==> config.mk <==
export PLATFORM = sky130hd
export DESIGN_NAME = pt_decoder_flat
export DESIGN_NICKNAME = d
export VERILOG_FILES = /design/src/rtl/pt_decoder_pkg.sv /design/src/rtl/pt_decoder_if.sv /design/src/rtl/pt_deser.sv /design/src/rtl/pt_decoder.sv /design/src/flat_wrapper.sv
export SDC_FILE = /design/constraint.sdc
export NUM_CORES = 1
export LEC_CHECK = 0
export BUFFER_PORTS_ARGS = -buffer_cell sky130_fd_sc_hd__buf_2
export CORE_MARGIN = 3
export CORE_UTILIZATION = 55
export CTS_CLUSTER_DIAMETER = 80
export DETAILED_ROUTE_END_ITERATION = 10
export GPL_ROUTABILITY_DRIVEN = 0
export PLACE_DENSITY = 0.83
export SLEW_MARGIN = 10
export SYNTH_ARGS = -nofsm -noshare
export SYNTH_HDL_FRONTEND = slang
export SYNTH_SLANG_ARGS = --single-unit
==> constraint.sdc <==
create_clock -name clk_i -period 4.1 [get_ports clk_i]
set_clock_uncertainty 0.2 [all_clocks]
set_input_delay 0.82 -clock clk_i [delete_from_list [all_inputs] [get_ports clk_i]]
set_output_delay 0.82 -clock clk_i [all_outputs]
set_load 0.02 [all_outputs]
==> src/rtl/pt_decoder_pkg.sv <==
// Pseudoternary line-code constants and polarity FSM states.
// Shared by the decoder and its Coder partner.
package pt_pkg;

    localparam logic [1:0] PT_ZERO = 2'b00;
    localparam logic [1:0] PT_POS  = 2'b01;
    localparam logic [1:0] PT_NEG  = 2'b11;
    localparam logic [1:0] PT_ILL  = 2'b10;

    typedef enum logic [1:0] {
        IDLE    = 2'd0,
        EXP_POS = 2'd1,
        EXP_NEG = 2'd2
    } pol_state_t;

endpackage

==> src/rtl/pt_decoder_if.sv <==
// Symbol-in / bit-and-word-out bundle of the pseudoternary decoder.
// The slave side is the decoder; the master side feeds symbols.
interface pt_decoder_if #(
    parameter int N     = 23,
    parameter int ERR_W = 8
);
    logic [1:0]       code_i;
    logic             sym_valid_i;
    logic             clr_i;
    logic             bit_o;
    logic             bit_valid_o;
    logic [N-1:0]     word_o;
    logic             word_valid_o;
    logic             word_err_o;
    logic             viol_o;
    logic             illegal_o;
    logic [ERR_W-1:0] err_cnt_o;

    modport master (
        output code_i, sym_valid_i, clr_i,
        input  bit_o, bit_valid_o, word_o, word_valid_o,
        input  word_err_o, viol_o, illegal_o, err_cnt_o
    );

    modport slave (
        input  code_i, sym_valid_i, clr_i,
        output bit_o, bit_valid_o, word_o, word_valid_o,
        output word_err_o, viol_o, illegal_o, err_cnt_o
    );
endinterface

==> src/rtl/pt_deser.sv <==
// LSB-first deserialiser: shifts decoded bits into N-bit words
// and flags words that carried any line error.
module pt_deser #(
    parameter int N = 23
) (
    input  logic         clk_i,
    input  logic         rst_i,
    input  logic         clr_i,
    input  logic         acc_i,
    input  logic         bit_i,
    input  logic         err_i,
    output logic [N-1:0] word_o,
    output logic         word_valid_o,
    output logic         word_err_o
);
    localparam int CW = (N > 1) ? $clog2(N) : 1;

    logic [CW-1:0] cnt_q, cnt_eff;
    logic [N-1:0]  sh_q, sh_eff, sh_nxt;
    logic          st_q, st_eff, last;

    // Clear takes effect before a same-edge symbol is stored
    always_comb begin
        cnt_eff = clr_i ? '0 : cnt_q;
        sh_eff  = clr_i ? '0 : sh_q;
        st_eff  = clr_i ? 1'b0 : st_q;
        sh_nxt  = sh_eff | (N'(bit_i) << cnt_eff);
        last    = (cnt_eff == CW'(N - 1));
    end

    always_ff @(posedge clk_i) begin
        if (rst_i) begin
            cnt_q        <= '0;
            sh_q         <= '0;
            st_q         <= 1'b0;
            word_o       <= '0;
            word_valid_o <= 1'b0;
            word_err_o   <= 1'b0;
        end else begin
            word_valid_o <= 1'b0;
            word_err_o   <= 1'b0;
            cnt_q        <= cnt_eff;
            sh_q         <= sh_eff;
            st_q         <= st_eff;
            if (acc_i) begin
                if (last) begin
                    word_o       <= sh_nxt;
                    word_valid_o <= 1'b1;
                    word_err_o   <= st_eff | err_i;
                    cnt_q        <= '0;
                    sh_q         <= '0;
                    st_q         <= 1'b0;
                end else begin
                    sh_q  <= sh_nxt;
                    cnt_q <= cnt_eff + 1'b1;
                    st_q  <= st_eff | err_i;
                end
            end
        end
    end
endmodule

==> src/rtl/pt_decoder.sv <==
// Pseudoternary decoder: symbol decode, mark-polarity check,
// saturating error count, word assembly via pt_deser.
module pt_decoder
    import pt_pkg::*;
#(
    parameter int N     = 23,
    parameter int ERR_W = 8
) (
    input logic         clk_i,
    input logic         rst_i,
    pt_decoder_if.slave bus
);
    pol_state_t state_q, state_d, cur;

    logic is_zero, is_pos, is_neg, is_ill;
    logic dec_bit, dec_viol, dec_ill, acc;

    logic             bit_q, bval_q, viol_q, ill_q;
    logic [ERR_W-1:0] cnt_q;

    assign acc     = bus.sym_valid_i;
    assign is_zero = (bus.code_i == PT_ZERO);
    assign is_pos  = (bus.code_i == PT_POS);
    assign is_neg  = (bus.code_i == PT_NEG);
    assign is_ill  = (bus.code_i == PT_ILL);
    assign cur     = bus.clr_i ? IDLE : state_q;

    always_ff @(posedge clk_i) begin
        if (rst_i) state_q <= IDLE;
        else       state_q <= state_d;
    end

    // A mark always resyncs expectation to the opposite polarity
    always_comb begin
        state_d = cur;
        if (acc && is_pos) state_d = EXP_NEG;
        if (acc && is_neg) state_d = EXP_POS;
    end

    always_comb begin
        dec_bit  = 1'b0;
        dec_viol = 1'b0;
        dec_ill  = 1'b0;
        unique case (1'b1)
            is_zero: dec_bit  = 1'b1;
            is_ill:  dec_ill  = 1'b1;
            is_pos:  dec_viol = (cur == EXP_NEG);
            is_neg:  dec_viol = (cur == EXP_POS);
            default: ;
        endcase
    end

    always_ff @(posedge clk_i) begin
        if (rst_i) begin
            bit_q  <= 1'b0;
            bval_q <= 1'b0;
            viol_q <= 1'b0;
            ill_q  <= 1'b0;
            cnt_q  <= '0;
        end else begin
            bval_q <= acc;
            viol_q <= acc & dec_viol;
            ill_q  <= acc & dec_ill;
            if (acc) bit_q <= dec_bit;
            if (acc && (dec_viol || dec_ill) && cnt_q != '1)
                cnt_q <= cnt_q + 1'b1;
        end
    end

    assign bus.bit_o       = bit_q;
    assign bus.bit_valid_o = bval_q;
    assign bus.viol_o      = viol_q;
    assign bus.illegal_o   = ill_q;
    assign bus.err_cnt_o   = cnt_q;

    logic [N-1:0] word;
    logic         wval, werr;

    pt_deser #(.N(N)) u_deser (
        .clk_i       (clk_i),
        .rst_i       (rst_i),
        .clr_i       (bus.clr_i),
        .acc_i       (acc),
        .bit_i       (dec_bit),
        .err_i       (dec_viol | dec_ill),
        .word_o      (word),
        .word_valid_o(wval),
        .word_err_o  (werr)
    );

    assign bus.word_o       = word;
    assign bus.word_valid_o = wval;
    assign bus.word_err_o   = werr;
endmodule

==> src/flat_wrapper.sv <==
// flat-port wrapper written by rule: the top's interface ports become plain ports
module pt_decoder_flat import pt_pkg::*;
#(
    parameter int N     = 23,
    parameter int ERR_W = 8
)
  (clk_i, rst_i, bus_code_i, bus_sym_valid_i, bus_clr_i, bus_bit_o, bus_bit_valid_o, bus_word_o, bus_word_valid_o, bus_word_err_o, bus_viol_o, bus_illegal_o, bus_err_cnt_o);
  pt_decoder_if #(.N(N), .ERR_W(ERR_W)) bus_i ();
  input logic clk_i;
  input logic rst_i;
  input wire logic [$bits(bus_i.code_i)-1:0] bus_code_i;
  input wire logic [$bits(bus_i.sym_valid_i)-1:0] bus_sym_valid_i;
  input wire logic [$bits(bus_i.clr_i)-1:0] bus_clr_i;
  output wire logic [$bits(bus_i.bit_o)-1:0] bus_bit_o;
  output wire logic [$bits(bus_i.bit_valid_o)-1:0] bus_bit_valid_o;
  output wire logic [$bits(bus_i.word_o)-1:0] bus_word_o;
  output wire logic [$bits(bus_i.word_valid_o)-1:0] bus_word_valid_o;
  output wire logic [$bits(bus_i.word_err_o)-1:0] bus_word_err_o;
  output wire logic [$bits(bus_i.viol_o)-1:0] bus_viol_o;
  output wire logic [$bits(bus_i.illegal_o)-1:0] bus_illegal_o;
  output wire logic [$bits(bus_i.err_cnt_o)-1:0] bus_err_cnt_o;
  assign bus_i.code_i = bus_code_i;
  assign bus_i.sym_valid_i = bus_sym_valid_i;
  assign bus_i.clr_i = bus_clr_i;
  assign bus_bit_o = bus_i.bit_o;
  assign bus_bit_valid_o = bus_i.bit_valid_o;
  assign bus_word_o = bus_i.word_o;
  assign bus_word_valid_o = bus_i.word_valid_o;
  assign bus_word_err_o = bus_i.word_err_o;
  assign bus_viol_o = bus_i.viol_o;
  assign bus_illegal_o = bus_i.illegal_o;
  assign bus_err_cnt_o = bus_i.err_cnt_o;
  pt_decoder #(.N(N), .ERR_W(ERR_W)) u_core (.clk_i(clk_i), .rst_i(rst_i), .bus(bus_i));
endmodule
---- Yosys cells after proc, flatten, opt, wreduce, memory -nomap -nowiden ----
Index checks and enable logic that the tools add are counted.
word-level totals
  input bits .............................. 6
  register bits ........................... 68
  word-level logic and storage cells ...... 56
  output and inout port bits .............. 37
cells by class
  mux-type cells .......................... 16
  bitwise gates (word level) .............. 7
  $add $sub $neg .......................... 2
  shift-type cells ........................ 1
  equality and inequality tests ........... 7
  reduce and logical (&&, ||, !) cells .... 10
operators with widths
  cell                 count
  $mux 23              3
  $or 23x23->23        1
  $shl 1x5->23         1
  $mux 5               3
  $add 8x1->8 const B  1
  $ne 8x8->1 const B   1
  $mux 1               7
  $eq 2x2->1 const B   3
  $add 5x1->5 const B  1
  $eq 5x5->1 const B   1
  $eq 2x1->1 const B   2
  $logic_and 1x1->1    4
  $mux 2               2
  $reduce_or 2->1      2
  $reduce_or 3->1      1
  $and 1x1->1          2
  $logic_not 2->1      1
  $not 1->1            2
  $or 1x1->1           2
  $pmux 1 s2           1
  $reduce_and 2->1     1
  $logic_or 1x1->1     1

---- Depth between registers and ports, before layout ----
Gate-level depths: netlist of the first run.
  depth in word-level cells ............... 7
  depth in mapped cells ................... 8
  mapped depth without buffers ............ 5

---- Modules after synthesis ----
A second synthesis of the first run with hierarchy kept.
second synthesis, totals
  cell total of the unflattened synthesis .. 327
  area total of the unflattened synthesis .. 2939.1 sq um
by module, submodules not included
  module      sequential area each (sq um)  cells an instance  instances  area each (sq um)
  pt_deser    1081.0                        250                1          2217.1
  pt_decoder  280.3                         77                 1          721.9

---- Least setup slack after synthesis of the first run ----
No wires, ideal clock.
  path type ............................... input-to-reg
  start point ............................. input port bus_clr_i
  end point ............................... register u_core.u_deser.word_o[11]
  data arrival time ....................... 2289 ps
  path buffers ............................ 3
  data required time ...................... 3829 ps
  stages .................................. 8
  slack ................................... 1541 ps
  library setup time ...................... 71 ps
  path through ............................ buf_2 buf_2 nor2b_1 ha_1 and3_1 a21oi_1 buf_2 o2bb2ai_1
between the ends
  word-level cells in the longest chain between the ends .. 3
  elaborated cells between the ends (all ways) .. 6
  classes of those cells .................. 1 x eq/ne; 1 x shift; 2 x mux; 1 x bitwise; 1 x reduce/logical
RTL lines
  item                                                         RTL line                        text
  start, declared                                              flat_wrapper.sv:13              input wire logic [$bits(bus_i.clr_i)-1:0] bus_clr_i;
  $mux 5                                                       pt_deser.sv:24                  cnt_eff = clr_i ? '0 : cnt_q;
  $eq 5x5->1 or $shl 1x5->23 (tied branches)                   pt_deser.sv:28, pt_deser.sv:27
  $reduce_and 2->1 (no line) or $or 23x23->23 (tied branches)  --
  end signal, assigned                                         pt_deser.sv:47                  word_o <= sh_nxt;
  end, declared                                                pt_deser.sv:12                  output logic [N-1:0] word_o,
Parallel ways exist; a longest one is shown, timed or not.
A chain may end at the register's enable or synchronous reset.

---- Worst setup path in the final report of the first run ----
  start point ............................. input port bus_clr_i
  end point ............................... register u_core.cnt_q[5] (netlist: u_core.bus.err_cnt_o[5])
between the ends
  word-level cells in the longest chain between the ends .. 6
  elaborated cells between the ends (all ways) .. 7
  classes of those cells .................. 2 x eq/ne; 2 x mux; 3 x reduce/logical
RTL lines
  item                                      RTL line                            text
  $mux 2 *                                  pt_decoder.sv:26                    assign cur = bus.clr_i ? IDLE : state_q;
  $eq 2x1->1 or $eq 2x2->1 (tied branches)  pt_decoder.sv:48, pt_decoder.sv:47
  $pmux 1 s2 *                              pt_decoder.sv:44                    unique case (1'b1)
  $logic_or 1x1->1 *                        pt_decoder.sv:65                    if (acc && (dec_viol || dec_ill) && cnt_q != '1)
  $logic_and 1x1->1 * (2 in series)         pt_decoder.sv:65
  end signal, assigned                      pt_decoder.sv:66                    cnt_q <= cnt_q + 1'b1;
  end, declared                             pt_decoder.sv:19                    logic [ERR_W-1:0] cnt_q;
Mark *: on every way between the ends. The rest lies on a longest branch, timed or not.

==> results of run 1 <==
==> state kept, by name (all words and copies together) (netlist names) <==
register / count
u_core.u_deser.word_o: 23
u_core.u_deser.st_q: 1
u_core.u_deser.word_valid_o: 1
u_core.u_deser.cnt_q: 5
u_core.bus.viol_o: 1
u_core.u_deser.word_err_o: 1
u_core.bus.bit_valid_o: 1
u_core.bus.err_cnt_o: 8
u_core.u_deser.sh_q: 23
u_core.bus.illegal_o: 1
u_core.bus.bit_o: 1
u_core.state_q: 2
==> where the power goes <==
group          total [mW]  switching (mW)  leakage (nW)  internal, mW
registers           0.668         0.00378         0.549         0.665
clock network       0.522           0.244        0.0931         0.278
logic              0.0694          0.0506         0.572        0.0188
total                1.26           0.298          1.21         0.961
==> worst register-to-register path, stage by stage, from the launching register on <==
cell and delay [ns]:
dfxtp_1 0.62, nand2b_1 0.17, nor4_1 0.74, a22oi_1 0.22
nor3_1 0.21
==> layer usage <==
layer  vias up  share of wire (%)
li1       1176                  -
met1      1172                 47
met2        86                 46
met3         9                6.0
met4         0                1.5
met5         -                  0
==> area by class of cell <==
class                   count  area, um^2  area share, %
well taps                  67        83.8           2.60
clock inverters             5        52.6           1.63
flip-flops and latches     68        1360           42.2
multi-input cells         203        1350           42.0
repair buffers             44         225           6.99
clock buffers              11         131           4.08
inverters                   4        15.0          0.466
==> placed cells by master, fill, tap and decap left out, types with 4 or more instances in the layout <==
cell type / n
nor2_1: 20
a22oi_1: 16
dfxtp_1: 68
clkbuf_8: 9
a21oi_1: 36
nor2b_1: 9
nor4_1: 5
a31oi_1: 4
buf_2: 42
nand2_1: 9
o2bb2ai_1: 23
nor3_1: 25
o21ai_0: 4
==> logic make-up after synthesis <==
logic type,Yosys count,share of synthesized area [%]
compound gates,94,23.2
xor+xnor,3,0.928
fa+ha+maj,2,0.884
buf+inv,24,4.11
flops,68,48.1
mux,4,1.81
simple gates,100,20.9
==> path summary, 6_finish.rpt <==
kind	cells after the start	end	startpoint
setup / recovery	5	u_core.bus.err_cnt_o[5]	bus_clr_i
hold / removal	1	u_core.u_deser.word_o[16]	u_core.u_deser.word_o[16]
setup reg to reg	4	u_core.u_deser.sh_q[12]	u_core.u_deser.cnt_q[2]
hold reg to reg	1	u_core.u_deser.word_o[16]	u_core.u_deser.word_o[16]
==> impl_results.md, run 1 <==
- Power Dens Cells: 391 mW/mm^2
- Vias/cell: 6.08
- Clk buf depth: 2
- Setup slack, reg-to-reg: 1.88 ns
- Count of pins over their slew limit: 0
- Clock transition at path regs: 0.07 ns
- Slew headroom: 41.7%
- Synth cell types: 49
- CTS H-tree depth: 3
- Status: finished, final reports clean
- Fin Hold WS: 0.261 ns
- Worst path slowest cell: a221oi_4
- Largest net degree at the start of global routing: 40
- M3 GR Usage: 5.22%
- Core area: 0.00485 mm^2
- Max Cap Violations: 0
- Placed cell areas: 0.00304 mm^2
- Place WS: 1.13 ns
- Mean Syn Cell Area: 9.60 um^2
- VDD IR max: 0.308 mV
- Cell class contributing the biggest share of worst-path delay: buffers and inverters
- Setup WS post-layout: 1.45 ns
- Finished Layout Cells: 402
- RSZ-0062 raised after global routing: no
- Routed Antenna Nets: 0
- Residual DRC count: 0
- CP Capture Type: register
- Die Width: 77.8 um
- Tmin final: 2.65 ns
- Clock sink count: 68
- Dominant cells by area after synthesis: dfxtp_1 48%, o2bb2ai_1 7.1%, a21oi_1 6.4%, nor3_1 4.4%, a22oi_1 4.2%
- CP startpoint kind: primary input
- Starting density of the core: 58.4%
- GRT Total Usage: 21.8%
- Die ar.: 0.00605 mm^2
- HPWL Detailed: 4000 um
- Leakage: 1.21 nW
- Fin util: 66.5%
- Vias in the first global route: 2186
- Hold Vio Cnt, Final: 0
- Drt wl/cell: 15.8 um
- Met2 Usage GRT: 32.4%
- Top-count cell post-synth: dfxtp_1
- HP Class: reg -> reg
- Number of DRC markers in iteration 0: 182
- Mapped Nets: 303
- Share of cells above drive strength 1: 21.8%
- Layout area overhead: 13.8%
- Crit Path Max Fanout: 24
- GR peak layer: met2
- Ant. Diodes: 0
- IO Pins: 43
- Most used DFF post-synth: dfxtp_1
- Num CTS Buffers: 9
- Post-CTS Hold Fix Bufs: 0
- Post-synth top area share: 48.1%
- WL final: 6340 um
- Die Span Y: 77.8 um
- Post-synth EDFFs: 0
- Buf+Inv Stages, Crit Path: 2
- CP Cell Sequence: buf_2, inv_2, a221oi_4, nor4_1, mux2_2
- Top cells by count, synth: 68 x dfxtp_1, 36 x a21oi_1, 25 x nor3_1
- Syn. warnings: 0
- Cell Area, Synth: 0.00283 mm^2
- Setup repair bufs after CTS: 0
- FMAX: 378 MHz
- Post-synthesis async set-or-reset flop share: 0%
- Seq/Total Area, Yosys: 48.1%
- GR Layer Usage met1: 30.0%
- Slowest cell delay on critical path: 0.69 ns
- Post-cts sizing count: 0
- Fin crit share: 64.5%
- Drt first pass iters: 5
- Cells after Synth: 295
- Crit path DAT: 2.67 ns
- Grt ovf: 0
- Row cnt: 25
- Slew @ Worst Pin: 0.866 ns
- Design area: 0.00322 mm^2
- Final nets: 338
- Overall Power: 1.26 mW
- Yosys top cell by area: dfxtp_1
- First-pass GRT wire length: 10600 um
- Initial antenna violation count: 0
- WS Path Type: in -> reg
- Post-Route Setup TNS: 0 ns
- Via count: 2443
- Synth Register Bits: 68
- Worst skew pair latency: 0.34 ns
- Final setup viols: 0
- I/O Buffers: 42
- CTS tree: done
- Worst EP required: 4.13 ns
- Placed instance count: 386
- Clock root cell: clkbuf_8
- Fillers: 390
(Power assumes the default switching activity.)
==> run 2, diff against run 1 <==
Settings changed: CORE_UTILIZATION 55 to 50, PLACE_DENSITY 0.83 to 0.8.
Clock period 4.1 ns to 2.43 ns, I/O delays scaled along.
==> run 2 against run 1 <==
Clock power increased by 68%. Routed wire length is 3.4% higher. Critical path depth is the same. Worst hold slack got worse by 0.0067 ns. Cell count up 3.2%. Sequential power increased by 69%. Setup slack lost 1.1 ns. Non-clock buffer count is 11 higher.
==> impl_results.md, run 2 (synthesis gave the netlist of run 1 again) <==
- Layout area overhead: 16.9%
- Die Span Y: 81.3 um (+4.5%)
- Drt wl/cell: 15.8 um (+0.16%)
- Worst EP required: 2.49 ns (-1.64 ns)
- Place WS: 0.205 ns (-0.925 ns)
- Reg area: 0.00136 mm^2 (unchanged)
- Share of cells above drive strength 1: 23.8% (+2.0 points)
- Num CTS Buffers: 9 (unchanged)
- Setup WS post-layout: 0.376 ns (-1.08 ns)
- RSZ-0062 raised after global routing: no
- Post-CTS Hold Fix Bufs: 0 (unchanged)
- Fin util: 62.4% (-4.1 points)
- FMAX: 487 MHz
- Fillers: 433 (+11%)
- First-pass GRT wire length: 11000 um (+3.8%)
- IO Pins: 43 (unchanged)
- Ant. Diodes: 0 (unchanged)
- CTS H-tree depth: 3 (unchanged)
- Hold Vio Cnt, Final: 0 (unchanged)
- Overall Power: 2.13 mW (+69%)
- Initial antenna violation count: 0 (unchanged)
- Placed instance count: 400 (+3.6%)
- Final nets: 349 (+3.3%)
- Finished Layout Cells: 415 (+3.2%)
- Placed cell areas: 0.00313 mm^2 (+2.8%)
- Design area: 0.00331 mm^2 (+2.7%)
- WL final: 6550 um (+3.4%)
- Area of the multi-input gates: 0.00135 mm^2 (unchanged)
- Setup repair bufs after CTS: 0 (unchanged)
- HPWL Detailed: 4280 um (+7.1%)
- Final setup viols: 0 (unchanged)
- Post-Route Setup TNS: 0 ns (unchanged)
- I/O Buffers: 42 (unchanged)
- VDD IR max: 0.436 mV (+42%)
- CTS tree: done
- Clock transition at path regs: 0.07 ns (about the same)
- Largest net degree at the start of global routing: 26 (-35%)
- Die ar.: 0.00660 mm^2 (+9.2%)
- Fin crit share: 84.5%
- Tmin final: 2.05 ns
- Status: finished, final reports clean
- Post-cts sizing count: 0 (unchanged)
- Residual DRC count: 0 (unchanged)
- Slew headroom: 62.6% (+21 points)
- Via count: 2472 (+1.2%)
- Row cnt: 26 (+4.0%)
- Worst skew pair latency: 0.34 ns (about the same)
- Leakage: 1.27 nW (+4.7%)
- Grt ovf: 0 (unchanged)
- Clock root cell: clkbuf_8
- Vias/cell: 5.96 (-2.0%)
- Most frequent cells in the layout: 68 x dfxtp_1, 42 x buf_2, 36 x a21oi_1, 25 x nor3_1, 23 x o2bb2ai_1
- Clock sink count: 68 (unchanged)
- Starting density of the core: 53.4% (-5.0 points)
- Crit path DAT: 2.12 ns (-0.55 ns)
- Commonest non-fill, non-tap cell in the layout: dfxtp_1
- Power Dens Cells: 644 mW/mm^2 (+65%)
- Vias in the first global route: 2303 (+5.4%)
- HP Class: reg -> reg
- CP Capture Type: register
- CP startpoint kind: register
- Fin Hold WS: 0.255 ns (-0.00667 ns)
- GRT Total Usage: 21.5% (-0.23 points)
- Crit Path Max Fanout: 12 (-50%)
- Max Cap Violations: 0 (unchanged)
- Clk buf depth: 2 (unchanged)
- Slew @ Worst Pin: 0.556 ns (-0.310 ns)
- Die Width: 81.3 um (+4.5%)
- Core area: 0.00530 mm^2 (+9.4%)
- WS Path Type: reg -> reg
- Drt first pass iters: 4 (-1)
- Routed Antenna Nets: 0 (unchanged)
- Count of pins over their slew limit: 0 (unchanged)
- Number of DRC markers in iteration 0: 228 (+25%)
==> run 2: area by class of cell <==
type	instances	area share, %
sequential	68	41.1
multi-input combinational	203	40.9
timing repair buffer	55	9.30
clock buffer	13	4.50
tap	70	2.65
clock inverter	2	1.06
inverter	4	0.454
==> run 2: layer usage <==
metal | GRT usage, % | routed length, um | part of all wire (%)
met1 | 28.8 | 2920 | 45
met2 | 32.1 | 3010 | 46
met3 | 6.65 | 503 | 7.7
met4 | 9.29 | 118 | 1.8
met5 | 0 | 0 | 0
==> run 2: critical path, stage by stage (launching register included) <==
cell,delay (ns)
dfxtp_1,0.62
nand2b_1,0.16
nor4_1,0.51
buf_4,0.22
a22oi_1,0.09
nor3_1,0.19
==> run 2: final timing paths <==
| path | from | end | slack [ns] | cells after the start |
|---|---|---|---|---|
| setup / recovery | u_core.u_deser.cnt_q[2] | u_core.u_deser.sh_q[12] | 0.38 | 5 |
| hold / removal | u_core.u_deser.word_o[16] | u_core.u_deser.word_o[16] | 0.25 | 1 |
| setup reg to reg | u_core.u_deser.cnt_q[2] | u_core.u_deser.sh_q[12] | 0.38 | 5 |
| hold reg to reg | u_core.u_deser.word_o[16] | u_core.u_deser.word_o[16] | 0.25 | 1 |
==> run 2: power breakdown <==
group	switching (mW)	leakage, nW	total [mW]	internal (mW)
Combinational	0.0880	0.628	0.126	0.0385
Sequential	0.00602	0.549	1.13	1.12
Clock	0.381	0.0935	0.877	0.496
Total	0.475	1.27	2.13	1.66
